$ cat config.mk
export PLATFORM = sky130hd
export DESIGN_NAME = motion_sequencer
export DESIGN_NICKNAME = d
export VERILOG_FILES = /design/src/rtl/motion_sequencer.sv
export SDC_FILE = /design/constraint.sdc
export NUM_CORES = 1
export LEC_CHECK = 0
export ABC_AREA = 1
export CORE_MARGIN = 4
export CORE_UTILIZATION = 35
export DETAILED_ROUTE_END_ITERATION = 10
export GPL_ROUTABILITY_DRIVEN = 0
export PLACE_DENSITY = 0.56
export SLEW_MARGIN = 10
export SYNTH_ARGS = -nofsm -noshare
export SYNTH_HDL_FRONTEND = slang
export SYNTH_SLANG_ARGS = --single-unit
$ cat constraint.sdc
create_clock -name clk -period 2.9 [get_ports clk]
set_input_delay 0.58 -clock clk [delete_from_list [all_inputs] [get_ports clk]]
set_output_delay 0.58 -clock clk [all_outputs]
set_load 0.1 [all_outputs]
$ cat src/rtl/motion_sequencer.sv
// =============================================================================
// motion_sequencer
// -----------------------------------------------------------------------------
// Sits between the TMR-voted speed/direction commands and the motor driver.
// Ramps the applied speed toward the commanded speed one unit per ramp period,
// brakes to zero before any direction reversal, forces an emergency stop when
// every TMR lane is flagged faulty, and generates the drive PWM from the
// applied speed.
//
// Optional build macro: MOTION_SEQ_DWELL_EN
//   defined   : after braking to zero the sequencer waits dwell_t cycles at
//               zero speed (DWELL state) before latching the new direction.
//   undefined : no DWELL state and no dwell counter; the new direction is
//               latched on the same edge that braking reaches zero.
//
// Parameters
//   cmd_l        width of the speed/direction commands
//   def_dir_cmd  direction applied after reset
//   ramp_t       clock cycles per one-unit speed step (>= 2)
//   dwell_t      clock cycles held at zero before a reversal (>= 1)
//   pwm_div      clock cycles per PWM counter increment (>= 1)
//
// Ports
//   clk          system clock
//   rst          synchronous, active-high reset
//   speed_cmd_i  voted speed command (0 = stop)
//   dir_cmd_i    voted direction command
//   fault        per-lane TMR fault flags, 3'b111 = no trustworthy lane
//   speed_o      currently applied speed
//   dir_o        currently applied direction
//   pwm_o        drive PWM, duty = speed_o / 2^cmd_l
//   moving       high when speed_o != 0
//   state_o      FSM state code (IDLE=0 RUN=1 BRAKE=2 DWELL=3 ESTOP=4)
// =============================================================================
module motion_sequencer #(
    parameter int cmd_l       = 4,
    parameter int def_dir_cmd = 8,
    parameter int ramp_t      = 500_000,
    parameter int dwell_t     = 2_500_000,
    parameter int pwm_div     = 50
) (
    input  logic             clk,
    input  logic             rst,
    input  logic [cmd_l-1:0] speed_cmd_i,
    input  logic [cmd_l-1:0] dir_cmd_i,
    input  logic [2:0]       fault,
    output logic [cmd_l-1:0] speed_o,
    output logic [cmd_l-1:0] dir_o,
    output logic             pwm_o,
    output logic             moving,
    output logic [2:0]       state_o
);

`ifdef MOTION_SEQ_DWELL_EN
    typedef enum logic [2:0] {
        ST_IDLE  = 3'd0,
        ST_RUN   = 3'd1,
        ST_BRAKE = 3'd2,
        ST_DWELL = 3'd3,
        ST_ESTOP = 3'd4
    } state_t;
`else
    typedef enum logic [2:0] {
        ST_IDLE  = 3'd0,
        ST_RUN   = 3'd1,
        ST_BRAKE = 3'd2,
        ST_ESTOP = 3'd4
    } state_t;
`endif

    localparam int RAMP_W = (ramp_t > 1) ? $clog2(ramp_t) : 1;
    localparam int PRE_W  = (pwm_div > 1) ? $clog2(pwm_div) : 1;
    localparam logic [RAMP_W-1:0] RAMP_LAST = RAMP_W'(ramp_t - 1);
    localparam logic [PRE_W-1:0]  PRE_LAST  = PRE_W'(pwm_div - 1);
    localparam logic [cmd_l-1:0]  DEF_DIR   = cmd_l'(def_dir_cmd);

`ifdef MOTION_SEQ_DWELL_EN
    localparam int DWELL_W = (dwell_t > 1) ? $clog2(dwell_t) : 1;
    localparam logic [DWELL_W-1:0] DWELL_LAST = DWELL_W'(dwell_t - 1);
`endif

    // One +/-1 step toward the target, saturating at the target.
    function automatic logic [cmd_l-1:0] step_toward(input logic [cmd_l-1:0] cur,
                                                     input logic [cmd_l-1:0] target);
        if (cur < target)
            step_toward = cur + 1'b1;
        else if (cur > target)
            step_toward = cur - 1'b1;
        else
            step_toward = cur;
    endfunction

    // Decrement that saturates at zero.
    function automatic logic [cmd_l-1:0] dec_sat(input logic [cmd_l-1:0] cur);
        if (cur == '0)
            dec_sat = '0;
        else
            dec_sat = cur - 1'b1;
    endfunction

    state_t             state_q;
    state_t             state_d;
    logic [cmd_l-1:0]   speed_d;
    logic [cmd_l-1:0]   dir_d;
    logic [RAMP_W-1:0]  ramp_cnt;
    logic               ramp_tick;
    logic               ramp_clr;
    logic [PRE_W-1:0]   pre_cnt;
    logic               pre_tick;
    logic [cmd_l-1:0]   pwm_cnt;
    logic               all_faulty;

`ifdef MOTION_SEQ_DWELL_EN
    logic [DWELL_W-1:0] dwell_cnt;
    logic               dwell_clr;
    logic               dwell_done;
    assign dwell_done = (dwell_cnt == DWELL_LAST);
`endif

    assign all_faulty = (fault == 3'b111);
    assign ramp_tick  = (ramp_cnt == RAMP_LAST);
    assign pre_tick   = (pre_cnt == PRE_LAST);
    assign state_o    = state_q;

    // State register
    always_ff @(posedge clk) begin
        if (rst)
            state_q <= ST_IDLE;
        else
            state_q <= state_d;
    end

    // Next-state and next-speed/direction logic
    always_comb begin
        state_d  = state_q;
        speed_d  = speed_o;
        dir_d    = dir_o;
        ramp_clr = 1'b0;
`ifdef MOTION_SEQ_DWELL_EN
        dwell_clr = 1'b0;
`endif
        if (all_faulty) begin
            // Emergency stop overrides every other transition.
            state_d  = ST_ESTOP;
            speed_d  = '0;
            ramp_clr = 1'b1;
`ifdef MOTION_SEQ_DWELL_EN
            dwell_clr = 1'b1;
`endif
        end else begin
            case (state_q)
                ST_IDLE: begin
                    speed_d = '0;
                    if (speed_cmd_i != '0) begin
                        // Already at zero, so the new direction is safe to take.
                        dir_d    = dir_cmd_i;
                        state_d  = ST_RUN;
                        ramp_clr = 1'b1;
                    end
                end
                ST_RUN: begin
                    if (ramp_tick) begin
                        if (dir_cmd_i != dir_o) begin
                            state_d  = ST_BRAKE;
                            ramp_clr = 1'b1;
                        end else if (speed_o == '0 && speed_cmd_i == '0) begin
                            state_d = ST_IDLE;
                        end else begin
                            speed_d = step_toward(speed_o, speed_cmd_i);
                        end
                    end
                end
                ST_BRAKE: begin
                    if (ramp_tick) begin
                        if (dir_cmd_i == dir_o) begin
                            // Reversal withdrawn: resume ramping in the old direction.
                            state_d  = ST_RUN;
                            ramp_clr = 1'b1;
                        end else begin
                            speed_d = dec_sat(speed_o);
                            if (speed_d == '0) begin
`ifdef MOTION_SEQ_DWELL_EN
                                state_d   = ST_DWELL;
                                dwell_clr = 1'b1;
`else
                                dir_d = dir_cmd_i;
                                if (speed_cmd_i != '0) begin
                                    state_d  = ST_RUN;
                                    ramp_clr = 1'b1;
                                end else begin
                                    state_d = ST_IDLE;
                                end
`endif
                            end
                        end
                    end
                end
`ifdef MOTION_SEQ_DWELL_EN
                ST_DWELL: begin
                    speed_d = '0;
                    if (dwell_done) begin
                        dir_d = dir_cmd_i;
                        if (speed_cmd_i != '0) begin
                            state_d  = ST_RUN;
                            ramp_clr = 1'b1;
                        end else begin
                            state_d = ST_IDLE;
                        end
                    end
                end
`endif
                ST_ESTOP: begin
                    speed_d = '0;
                    // Re-arm only once the operator has commanded zero speed.
                    if (speed_cmd_i == '0)
                        state_d = ST_IDLE;
                end
                default: begin
                    state_d = ST_IDLE;
                    speed_d = '0;
                end
            endcase
        end
    end

    // Applied speed, direction and motion flag
    always_ff @(posedge clk) begin
        if (rst) begin
            speed_o <= '0;
            dir_o   <= DEF_DIR;
            moving  <= 1'b0;
        end else begin
            speed_o <= speed_d;
            dir_o   <= dir_d;
            moving  <= (speed_d != '0);
        end
    end

    // Ramp period counter, only advancing while the speed may change
    always_ff @(posedge clk) begin
        if (rst || ramp_clr)
            ramp_cnt <= '0;
        else if (state_q == ST_RUN || state_q == ST_BRAKE)
            ramp_cnt <= ramp_tick ? '0 : ramp_cnt + 1'b1;
        else
            ramp_cnt <= '0;
    end

`ifdef MOTION_SEQ_DWELL_EN
    // Dwell counter, only advancing while parked at zero before a reversal
    always_ff @(posedge clk) begin
        if (rst || dwell_clr)
            dwell_cnt <= '0;
        else if (state_q == ST_DWELL && !dwell_done)
            dwell_cnt <= dwell_cnt + 1'b1;
        else
            dwell_cnt <= '0;
    end
`endif

    // PWM prescaler, duty counter and registered comparator
    always_ff @(posedge clk) begin
        if (rst || all_faulty) begin
            pre_cnt <= '0;
            pwm_cnt <= '0;
            pwm_o   <= 1'b0;
        end else begin
            pre_cnt <= pre_tick ? '0 : pre_cnt + 1'b1;
            if (pre_tick)
                pwm_cnt <= pwm_cnt + 1'b1;
            pwm_o <= (pwm_cnt < speed_o);
        end
    end

endmodule

### Yosys cells after proc, flatten, opt, wreduce, memory -nomap -nowiden

Cells that the tools add are included.

* bits of input ports: 13
* logic and storage cells: 96
* register bits: 42
* output and inout port bits: 13

* reductions and logical operators: 17
* bitwise gates (word level): 2
* mux-type cells: 38
* $add $sub $neg: 5
* eq/ne operators: 22
* $lt $le $gt $ge: 3

Operators with widths (count)
* two-way mux 4 bit: 17
* two-way mux 3 bit: 9
* adder 19 x 1 -> 19 bit, second input constant: 1
* == test 19 bit, second input constant: 1
* inequality test 3 bit, second input constant: 6
* AND reduction 6 bit: 3
* case mux 4 bit (2 select lines): 2
* zero test 4 bit: 3
* inequality test 2 bit, second input constant: 6
* case mux 3 bit (4 select lines): 1
* adder 4 x 1 -> 4 bit, second input constant: 2
* < comparator 4 bit: 2
* two-way mux 1 bit: 8
* inequality test 4 bit, second input constant: 2
* nonzero test 4 bit: 2
* adder 6 x 1 -> 6 bit, second input constant: 1
* == test 3 bit, second input constant: 2
* == test 6 bit, second input constant: 1
* == test 4 bit: 1
* greater-than comparator 4 bit: 1
* inequality test 4 bit: 1
* OR reduction 2 bit: 2
* subtractor 4 x 1 -> 4 bit, second input constant: 1
* == test 3 x 1 -> 1 bit, second input constant: 1
* other kinds (8): 11

### Depth between registers and ports, before layout

* depth after elaboration: 14
* depth in mapped cells: 18
* depth with buffers taken out: 18

### Worst setup path before layout

No wires, ideal clock.

* kind: reg-to-reg
* start point: register speed_o[0]
* end point: register dir_o[1]
* library setup time: 0.117 ns
* clock period less this slack: 2.626 ns
* required time: 2.783 ns
* cell stages (with the launch flop): 12
* arrival time: 2.509 ns
* path buffers: 0
* slack: 0.274 ns
* path through: dfxtp_1 > inv_1 > ha_1 > nand3_1 > inv_1 > or2_1 > nand3_1 > a21oi_1 > nand2_1 > inv_1 > nor2_1 > nor2_1

* longest elaborated chain between the ends: 9
* elaborated cells on any way between the ends: 10
* those cells by class: 1 x add/sub; 1 x eq/ne; 5 x mux; 3 x reduce/logical

Ends and longest elaborated chain
* start, declared: RTL line 47 `output logic [cmd_l-1:0] speed_o,`
* start signal, assigned: RTL line 233 `speed_o <= speed_d;`
* subtractor 4 x 1 -> 4 bit or zero test 4 bit (tied branches): RTL line 98, 95
* two-way mux 4 bit (*): RTL line 95 `if (cur == '0)`
* two-way mux 4 bit (*): RTL line 175 `if (dir_cmd_i == dir_o) begin`
* two-way mux 4 bit (*): RTL line 174 `if (ramp_tick) begin`
* two-way mux 4 bit (*): RTL line 151 `case (state_q)`
* two-way mux 4 bit (*): RTL line 142 `if (all_faulty) begin`
* zero test 4 bit (*): RTL line 181 `if (speed_d == '0) begin`
* inequality test 2 bit (no source line) (*)
* AND reduction 6 bit (no source line) (*)
* end signal, assigned: RTL line 234 `dir_o <= dir_d;`
* end, declared: RTL line 48 `output logic [cmd_l-1:0] dir_o,`

Every way passes the cells marked *; elsewhere a longest branch is shown, timed or not. The select of a mux whose other input is x is not followed.
A chain may end at the register's enable or synchronous reset.

### Worst setup path in the final report

* start point: input speed_cmd_i[3]
* end point: register moving

* longest elaborated chain between the ends: 9
* elaborated cells on any way between the ends: 12
* those cells by class: 2 x order compare; 7 x mux; 3 x reduce/logical

Ends and longest elaborated chain
* start, declared: RTL line 44 `input logic [cmd_l-1:0] speed_cmd_i,`
* greater-than comparator 4 bit: RTL line 87 `else if (cur > target)`
* two-way mux 4 bit: RTL line 87
* two-way mux 4 bit: RTL line 85 `if (cur < target)`
* two-way mux 4 bit (*): RTL line 166 `end else if (speed_o == '0 && speed_cmd_i == '0) begin`
* two-way mux 4 bit (*): RTL line 163 `if (dir_cmd_i != dir_o) begin`
* two-way mux 4 bit (*): RTL line 162 `if (ramp_tick) begin`
* case mux 4 bit (2 select lines) (*): RTL line 151
* two-way mux 4 bit (*): RTL line 142
* nonzero test 4 bit (*): RTL line 235 `moving <= (speed_d != '0);`
* end signal, assigned: RTL line 235
* end, declared: RTL line 50 `output logic moving,`

Every way passes the cells marked *; elsewhere a longest branch is shown, timed or not.

==> metrics.txt <==
critical path type=in2reg; Final TNS setup=0 ps; switching part of the total power=0.366; Max clock buf depth=2; leakage=1.27 nW; # DRC=0; GR Layer Usage met3=0.0263; gr usage total=0.127; final hold violations=0; Finished Layout Cells=489; Clock Power Share=0.300; Post-synth EDFFs=0; Buf/Inv on CP=4; vias in the first global route=2025; row cnt=30; Area Overhead vs Synth=17.9%; Slowest cell on crit path=clkdlybuf4s50_1; share of layout cells above drive strength 1=0.109; Worst EP arrival=2520 ps; fmax=440 MHz; Clock transition at path regs=80 ps; Final Core Density=0.427; clk_skew=6.89 ps; first-pass GRT wire length=8980 um; Mean Syn Cell Area=6.85 um^2; DP HPWL=3990 um; Cell Chain, Critical Path=clkdlybuf4s50_1 -> inv_1 -> ha_1 -> a21oi_1 -> nand2_1 -> nand2_1 -> nand4_1 -> nand2_1 -> nand3_1 -> nand2_1 -> inv_1 -> nand3_1 -> nand2_1 -> inv_1; die height=92.1 um; routed length per instance=10.5 um; CTS Buf Count=5; vias per cell=4.55; # setup viols final=0; hold_buf cts=0; core area=0.00683 mm^2; Tot Pwr=1.54 mW; CP endpoint kind=flip-flop; total gr overflow=0; die area=0.00848 mm^2; routed wire length=5140 um; CP required=3140 ps; Ant. Diodes=0; vias after detailed routing=2227; clk root buf=clkbuf_8; HP Class=reg2reg; max-slew violations=0; Worst Tran Pin Value=375 ps; initial antenna violation count=0; fraction of the yosys area taken by sequential cells=0.340; GR Util met1=0.178; GR Layer Usage met2=0.195; area occupied by multi-input gates=0.00141 mm^2; most common flop cell mapped by yosys=dfxtp_1; Rel. slew slack=0.744; Sequential Area=841 um^2; syn_nets=387; logic gate share of total power=0.287; Post-Syn Area=0.00247 mm^2; CTS resizes=0; min-delay src=pre_cnt[0]$_SDFF_PP0_; cell count after synthesis=361; Peak supply drop=0.000353 V; Reg power frac=0.413; clock sink count=42; internal power component=0.977 mW; GR peak layer=met2; placed insts=481; Yosys warnings=0; Yosys reg bits=42; # H-tree levels=2; critical path peak fanout=6; Crit. Startpoint=speed_cmd_i[3]; top-level I/O count=26; Net count, final=418; Initial Util=0.362; drt pass-1 iters=4; antenna viol nets, final=0; DRT iter0 DRCs=99; CP dominant cell by count=nand2_1; clk_lat worst skew=290 ps; min Tclk post-route=2270 ps; family with the most delay on the worst path=simple AND/OR/NAND/NOR gates; PD cells=529 mW/mm^2; PortBufs=25; Unique masters post-synth=35; reg2reg start=speed_o[0]$_SDFF_PP0_; status=finished, final reports clean; CTS tree=yes; Setup Fix Bufs, Post-CTS=0; crit share post-route=0.784; max cap viols=0; largest net degree at the start of global routing=20; RSZ-0062 raised after global routing=no; Die X=92.1 um; fillers=735; Largest stage delay, worst path=460 ps; Async S/R FF share, synth=0; NetSw=0.564 mW; type of origin of the critical path=input pin
cell usage after synthesis, drive strengths merged, types with 6 or more instances:
cell	number	area share
xnor2	6	0.021
dfxtp	42	0.34
nand3	35	0.073
nor2	52	0.093
a21oi	23	0.048
nor3	8	0.023
nand2	86	0.14
nor3b	7	0.021
o21ai	9	0.020
inv	56	0.085
nand4	8	0.020
ha	13	0.066
stage by stage:
stage	instance area, um^2	hold WS [ps]	setup WS [ps]
final	2920	476	626
after CTS	2920	475	645
after floorplan	2470	425	274
after detailed placement	2810	459	344
after global placement	2810	447	387
after global routing	2920	501	387
layout make-up:
cell class                 count  share of cell area
clock buffer                   6              0.0249
clock inverter                 2              0.0129
inverter                      56              0.0721
multi-input combinational    261               0.483
sequential                    42               0.288
tap                           96              0.0412
timing repair buffer          26              0.0772
worst paths after layout:
check,to,slack (ps),cells past startpoint
setup / recovery,moving$_SDFF_PP0_,630,14
hold / removal,pre_cnt[0]$_SDFF_PP0_,480,1
setup reg to reg,state_o[0]$_SDFFE_PP0P_,780,9
hold reg to reg,pre_cnt[0]$_SDFF_PP0_,480,1
registers in the layout (all words and copies together) (netlist names):
register / count
state_o: 3
speed_o: 4
pre_cnt: 6
moving: 1
dir_o: 4
pwm_cnt: 4
ramp_cnt: 19
pwm_o: 1
layer usage:
metal	vias up	wire length [um]
met2	35	2130
li1	1217	-
met3	6	262
met1	969	2690
met4	0	58
met5	-	0
cell families (layout without fill, tap and decap cells):
kind of cell	Yosys count	in the layout	share of synthesized area
DFF	42	42	0.340
buffers and inverters	58	90	0.0900
and+or+nand+nor	200	200	0.381
AOI/OAI and AO/OA	37	37	0.0845
adders and majority gates	13	13	0.0658
xor gates and xnor gates	11	11	0.0389
power by group through the flow:
stage	sequential, mW	combinational (mW)	clock [mW]
after floorplan	0.818	0.177	0
after global placement	0.649	0.446	0
after detailed placement	0.649	0.446	0
after CTS	0.637	0.448	0.481
after global routing	0.643	0.487	0.495
final	0.637	0.443	0.462
placed cells by master (no fill, tap or decap), types with 2 or more instances in the layout:
cell / Yosys / final
buf_4: 1 / 14
nor2_1: 46 / 46
o21ai_1: 2 / 2
nor3b_1: 7 / 7
inv_1: 51 / 51
nand4_1: 8 / 8
dfxtp_1: 42 / 42
xnor2_1: 6 / 6
nand2_4: 2 / 2
xor2_1: 5 / 5
nand3_1: 34 / 34
nand2_1: 81 / 81
a21oi_1: 22 / 22
nor2_4: 4 / 4
nor2_2: 2 / 2
clkbuf_8: 0 / 5
ha_1: 13 / 13
nor3_1: 6 / 6
o21ai_0: 6 / 6
nand2_2: 3 / 3
inv_2: 5 / 5
clkdlybuf4s50_1: 0 / 12
Note: power is estimated with default switching activity, not from simulation.
